$ cat config.mk
export PLATFORM = sky130hd
export DESIGN_NAME = gpio_sw_debounce
export DESIGN_NICKNAME = d
export VERILOG_FILES = /design/src/rtl/gpio_pkg.sv /design/src/rtl/sw_debounce_bit.sv /design/src/rtl/gpio_sw_debounce.sv
export SDC_FILE = /design/constraint.sdc
export NUM_CORES = 1
export LEC_CHECK = 0
export BUFFER_PORTS_ARGS = -buffer_cell sky130_fd_sc_hd__buf_2
export CAP_MARGIN = 20
export CORE_MARGIN = 2
export CORE_UTILIZATION = 45
export DETAILED_ROUTE_END_ITERATION = 6
export PLACE_DENSITY = 0.72
export SLEW_MARGIN = 20
export SYNTH_ARGS = -nofsm -noshare
export SYNTH_HDL_FRONTEND = slang
export SYNTH_SLANG_ARGS = --single-unit
$ cat constraint.sdc
create_clock -name clk -period 2.9 [get_ports clk]
set_input_delay 0.29 -clock clk [delete_from_list [all_inputs] [get_ports clk]]
set_output_delay 0.29 -clock clk [all_outputs]
set_load 0.05 [all_outputs]
$ cat src/rtl/gpio_pkg.sv
// Shared constants for the switch peripheral: register offsets (addr[3:2])
// and the base of the switch window in the memory map.
package gpio_pkg;

    typedef logic [1:0] gpio_sw_sel_t;

    localparam gpio_sw_sel_t GPIO_SW_STATE_OFF = 2'd0;
    localparam gpio_sw_sel_t GPIO_SW_EDGE_OFF  = 2'd1;
    localparam gpio_sw_sel_t GPIO_SW_IRQEN_OFF = 2'd2;
    localparam gpio_sw_sel_t GPIO_SW_RISE_OFF  = 2'd3;

    localparam logic [31:0] GPIO_SW_BASE = 32'h1000_0010;

    // Counter must hold values up to DEBOUNCE_CYCLES.
    function automatic int gpio_sw_cnt_w(input int cycles);
        return $clog2(cycles + 1);
    endfunction

endpackage

$ cat src/rtl/sw_debounce_bit.sv
// One switch: 2-FF synchroniser, debounce counter and stable-level flop.
// o_accept/o_rise pulse on the edge at which a new level is accepted.
module sw_debounce_bit
    import gpio_pkg::*;
#(
    parameter int DEBOUNCE_CYCLES = 500000
) (
    input  logic clk,
    input  logic rst_n,
    input  logic i_sw,
    output logic o_stable,
    output logic o_accept,
    output logic o_rise
);

    localparam int CNT_W = gpio_sw_cnt_w(DEBOUNCE_CYCLES);
    localparam logic [CNT_W-1:0] CNT_LAST = CNT_W'(DEBOUNCE_CYCLES - 1);

    logic             r_sync1;
    logic             r_sync2;
    logic             r_stable;
    logic [CNT_W-1:0] r_cnt;
    logic             w_differ;
    logic             w_accept;

    assign w_differ = (r_sync2 != r_stable);
    assign w_accept = w_differ && (r_cnt == CNT_LAST);

    always_ff @(posedge clk or negedge rst_n) begin
        if (!rst_n) begin
            r_sync1  <= 1'b0;
            r_sync2  <= 1'b0;
            r_stable <= 1'b0;
            r_cnt    <= '0;
        end else begin
            r_sync1 <= i_sw;
            r_sync2 <= r_sync1;
            // Any sample matching the stable level restarts qualification.
            if (!w_differ) begin
                r_cnt <= '0;
            end else if (w_accept) begin
                r_stable <= r_sync2;
                r_cnt    <= '0;
            end else begin
                r_cnt <= r_cnt + CNT_W'(1);
            end
        end
    end

    assign o_stable = r_stable;
    assign o_accept = w_accept;
    assign o_rise   = w_accept && r_sync2;

endmodule

$ cat src/rtl/gpio_sw_debounce.sv
// Debounced switch peripheral with STATE / EDGE (W1C) / IRQ_EN registers and a
// level interrupt. Define GPIO_SW_RISE_ONLY_EN to add the RISE_ONLY register at 0xC.
module gpio_sw_debounce
    import gpio_pkg::*;
#(
    parameter int N_SW            = 16,
    parameter int DEBOUNCE_CYCLES = 500000
) (
    input  logic            clk,
    input  logic            rst_n,
    input  logic [N_SW-1:0] sw_in,
    input  logic [3:0]      addr,
    input  logic            en,
    input  logic            we,
    input  logic [31:0]     wdata,
    output logic [31:0]     rdata,
    output logic            irq
);

    logic [N_SW-1:0] w_stable;
    logic [N_SW-1:0] w_accept;
    logic [N_SW-1:0] w_rise;
    logic [N_SW-1:0] w_edge_set;
    logic [N_SW-1:0] w_edge_clr;
    logic [N_SW-1:0] w_wdata;
    gpio_sw_sel_t    w_sel;
    logic            w_wr;
    logic            w_unused_bits;

    logic [N_SW-1:0] r_edge;
    logic [N_SW-1:0] r_irq_en;

    for (genvar gi = 0; gi < N_SW; gi++) begin : g_bit
        sw_debounce_bit #(
            .DEBOUNCE_CYCLES(DEBOUNCE_CYCLES)
        ) u_bit (
            .clk      (clk),
            .rst_n    (rst_n),
            .i_sw     (sw_in[gi]),
            .o_stable (w_stable[gi]),
            .o_accept (w_accept[gi]),
            .o_rise   (w_rise[gi])
        );
    end

    assign w_sel      = addr[3:2];
    assign w_wr       = en && we;
    assign w_wdata    = wdata[N_SW-1:0];
    assign w_edge_clr = (w_wr && (w_sel == GPIO_SW_EDGE_OFF)) ? w_wdata : '0;

`ifdef GPIO_SW_RISE_ONLY_EN
    logic [N_SW-1:0] r_rise_only;

    always_ff @(posedge clk or negedge rst_n) begin
        if (!rst_n) begin
            r_rise_only <= '0;
        end else if (w_wr && (w_sel == GPIO_SW_RISE_OFF)) begin
            r_rise_only <= w_wdata;
        end
    end

    // Falling acceptances still update STATE but are not recorded when masked.
    assign w_edge_set    = w_accept & (~r_rise_only | w_rise);
    assign w_unused_bits = ^{addr[1:0], wdata};
`else
    assign w_edge_set    = w_accept;
    assign w_unused_bits = ^{addr[1:0], wdata, w_rise};
`endif

    // Set is OR-ed in after the clear so a coincident hardware event survives.
    always_ff @(posedge clk or negedge rst_n) begin
        if (!rst_n) begin
            r_edge   <= '0;
            r_irq_en <= '0;
        end else begin
            r_edge <= (r_edge & ~w_edge_clr) | w_edge_set;
            if (w_wr && (w_sel == GPIO_SW_IRQEN_OFF)) begin
                r_irq_en <= w_wdata;
            end
        end
    end

    always_comb begin
        rdata = '0;
        if (en) begin
            case (w_sel)
                GPIO_SW_STATE_OFF: rdata[N_SW-1:0] = w_stable;
                GPIO_SW_EDGE_OFF:  rdata[N_SW-1:0] = r_edge;
                GPIO_SW_IRQEN_OFF: rdata[N_SW-1:0] = r_irq_en;
`ifdef GPIO_SW_RISE_ONLY_EN
                GPIO_SW_RISE_OFF:  rdata[N_SW-1:0] = r_rise_only;
`endif
                default:           rdata = '0;
            endcase
        end
    end

    assign irq = |(r_edge & r_irq_en);

endmodule

==> flow_summary.yaml <==
grt:
  grt-ovfl-total: 0
  grt_pass1_wl_um: 67800
  antenna_found_initial: 3
  grt_max_degree: 74
  gr-usage-all-layers_pct: 18.6
  grt_pass1_vias: 13931
detailed_routing:
  drc_errors: 0
  num_vias: 14121
  wirelength_um: 39600
  antenna_left: 0
  dr.pass1.iters: 5
  post_drt_wl_per_cell_um: 15.5
  routed_via_density: 5.53
  detail_route.iter0.violations: 883
worst_hold_path:
  hold_start: "wdata[5]"
  min_to: "r_irq_en[5]$_DFFE_PN0P_"
  hold_depth: 2
  holdCritPathClass: "primary input to flip-flop"
timing:
  rsz0062_at_grt: "no"
  finalCritPeriodShare_pct: 82.6
  slew_headroom_pct: 55.4
  setup_viol: 0
  fin_tns_setup_ns: 0
  fin_skew_ns: 0.0115
  worst_slew_pin_slew_ns: 0.664
  timing.final.max_slew_violations: 0
  finalHoldViolCount: 0
  post-route-min-period_ns: 2.40
  fmax_ghz: 0.417
  holdWs_ns: 0.0225
clock_network:
  clk_path_buf_depth: 3
  htreeDepth: 2
  ctsRootBufferMaster: "clkbuf_16"
  cts_resized: 0
  holdBufCountCts: 30
  clkTransAtPathRegs_ns: 0.06
  cts_buffers: 43
  cts_setup_buffers: 0
  tritoncts: "yes"
  cts.sinks: 384
  clkLatencyLatePin_ns: 0.57
cells_and_area:
  drive_gt1_share_pct: 10.8
  n_fill_cell: 3607
  fin_cells: 2552
  area_growth_syn_to_layout_pct: 14.5
  final_util_pct: 52.4
  final_nets: 2060
worst_setup_path:
  path_class: "flip-flop to flip-flop"
  arrival_ns: 2.85
  crit_required_ns: 3.36
  rr_startpoint: "g_bit[0].u_bit.r_cnt[10]$_DFF_PN0_"
  rr_worst_depth: 5
  worstPathMaxFanout: 11
  cp-startpoint: "g_bit[0].u_bit.r_cnt[10]$_DFF_PN0_"
  cp-start-kind: "flip-flop"
  end_kind: "flip-flop"
  worst_r2r_endpoint: "g_bit[0].u_bit.r_cnt[3]$_DFF_PN0_"
  rrSetupSlack_ns: 0.50
yosys:
  synth_area_um2: 18700
  synth-seq-cells: 384
  ys.warnings.count: 0
  async_flop_share_pct: 100
  yosys.area.top_type: "dfrtp_1"
  avgSynthCellArea_um2: 10.0
  synthTopCellsByArea: "dfrtp_1, xnor2_1, nor2_1"
  synthTopCellsByCount: "dfrtp_1, nor2_1, xnor2_1"
  synth-edff-count: 0
  yosysSeqAreaShare_pct: 51.3
  synth.distinct_cells: 58
  synth_ff_type: "dfrtp_1"
  yosysMostFrequentCell: "dfrtp_1"
  netlist.area_leader.share_pct: 51.3
  synthCells: 1870
pwr:
  p_leak_nw: 8.64
  design_power_total_mw: 11.7
  vdd_drop_max_mv: 0.409
  powerDensity_nw_per_um2: 546
die:
  die_area_um2: 43300
  ios: 89
  die_y_um: 208
  die_w_um: 208
  initial_core_util_pct: 45.8
  core-area_um2: 40900
  row_count: 74
place:
  placed_cells: 2444
  place_hpwl_um: 27200
  port_buffers: 54
  gp_congestion: 0.870
flow_run:
  drv_cap: 0
run_status:
  status: "finished, final reports clean"
cells by family after synthesis:
logic type	Yosys count	synth area share (%)
flops	384	51.3
fa+ha+maj	16	1.07
compound gates	143	5.21
mux	55	3.17
simple gates	904	24.9
xor+xnor	241	11.3
buf+inv	126	3.04
other cells	1	0.0200
placed cells by master (no fill, tap or decap), types with 30 or more instances in the layout:
cell type,Yosys,final
nand4_1,104,104
clkbuf_16,0,43
nand2_1,114,114
xnor2_1,173,173
a21oi_1,42,42
dlygate4sd3_1,0,31
inv_1,64,64
nor2_1,290,290
nand3_1,100,100
nor3_1,57,57
buf_4,19,30
buf_2,2,53
xor2_1,68,68
dfrtp_1,384,384
mux2_2,31,31
o21ai_0,37,37
nor4_1,71,71
how the worst max path moves through the flow:
stage,to,slack [ns],cells past startpoint
after detailed placement,g_bit[5].u_bit.r_cnt[14]$_DFF_PN0_,0.52,4
final,g_bit[0].u_bit.r_cnt[3]$_DFF_PN0_,0.50,5
after floorplan,g_bit[11].u_bit.o_stable$_DFFE_PN0P_,0.65,4
after global routing,g_bit[0].u_bit.r_cnt[7]$_DFF_PN0_,0.40,5
after global placement,g_bit[0].u_bit.r_cnt[11]$_DFF_PN0_,0.54,5
after CTS,g_bit[0].u_bit.r_cnt[3]$_DFF_PN0_,0.50,5
per-stage QoR:
stage	worst slack, ns	instance area, um^2
floorplan	0.648	18800
global placement	0.538	19700
detailed placement	0.518	19700
CTS	0.503	21400
global route	0.398	21500
finish	0.505	21500
final cells by class:
cell class                 count  area [um^2]  share of cell area (%)
inverter                      64          240                    1.12
tap                          532          666                    3.10
multi-input combinational   1375         8620                    40.2
clock buffer                  65         1240                    5.77
sequential                   384         9610                    44.8
clock inverter                11          168                   0.781
antenna                        1         2.50                  0.0117
timing repair buffer         120          916                    4.27
metal layers:
layer | global-route usage [%] | vias to the layer above | part of all wire [%]
met5 | 0 | - | 0.073
met4 | 6.11 | 4 | 2.5
met3 | 4.32 | 68 | 5.6
met2 | 29.2 | 292 | 46
met1 | 25.6 | 6950 | 46
li1 | - | 6807 | -
worst max-delay path, cell delays in order (launching register included):
cell      delay, ns
dfrtp_1        0.42
or4b_2         0.69
or4_4          0.57
o21bai_2       0.29
buf_4          0.24
nor2_1         0.06
state kept, by name (all words and copies together) (netlist names):
register	count
g_bit.u_bit.o_stable	16
g_bit.u_bit.r_sync1	16
r_edge	16
r_irq_en	16
g_bit.u_bit.r_cnt	304
g_bit.u_bit.r_sync2	16
where the power goes:
group / leakage, nW / internal [mW] / switching [mW]
sequential: 5.22 / 5.49 / 0.142
clock: 0.690 / 3.23 / 2.20
combinational: 2.73 / 0.225 / 0.433
total: 8.64 / 8.95 / 2.78
Power figures use the tool's default switching activity.
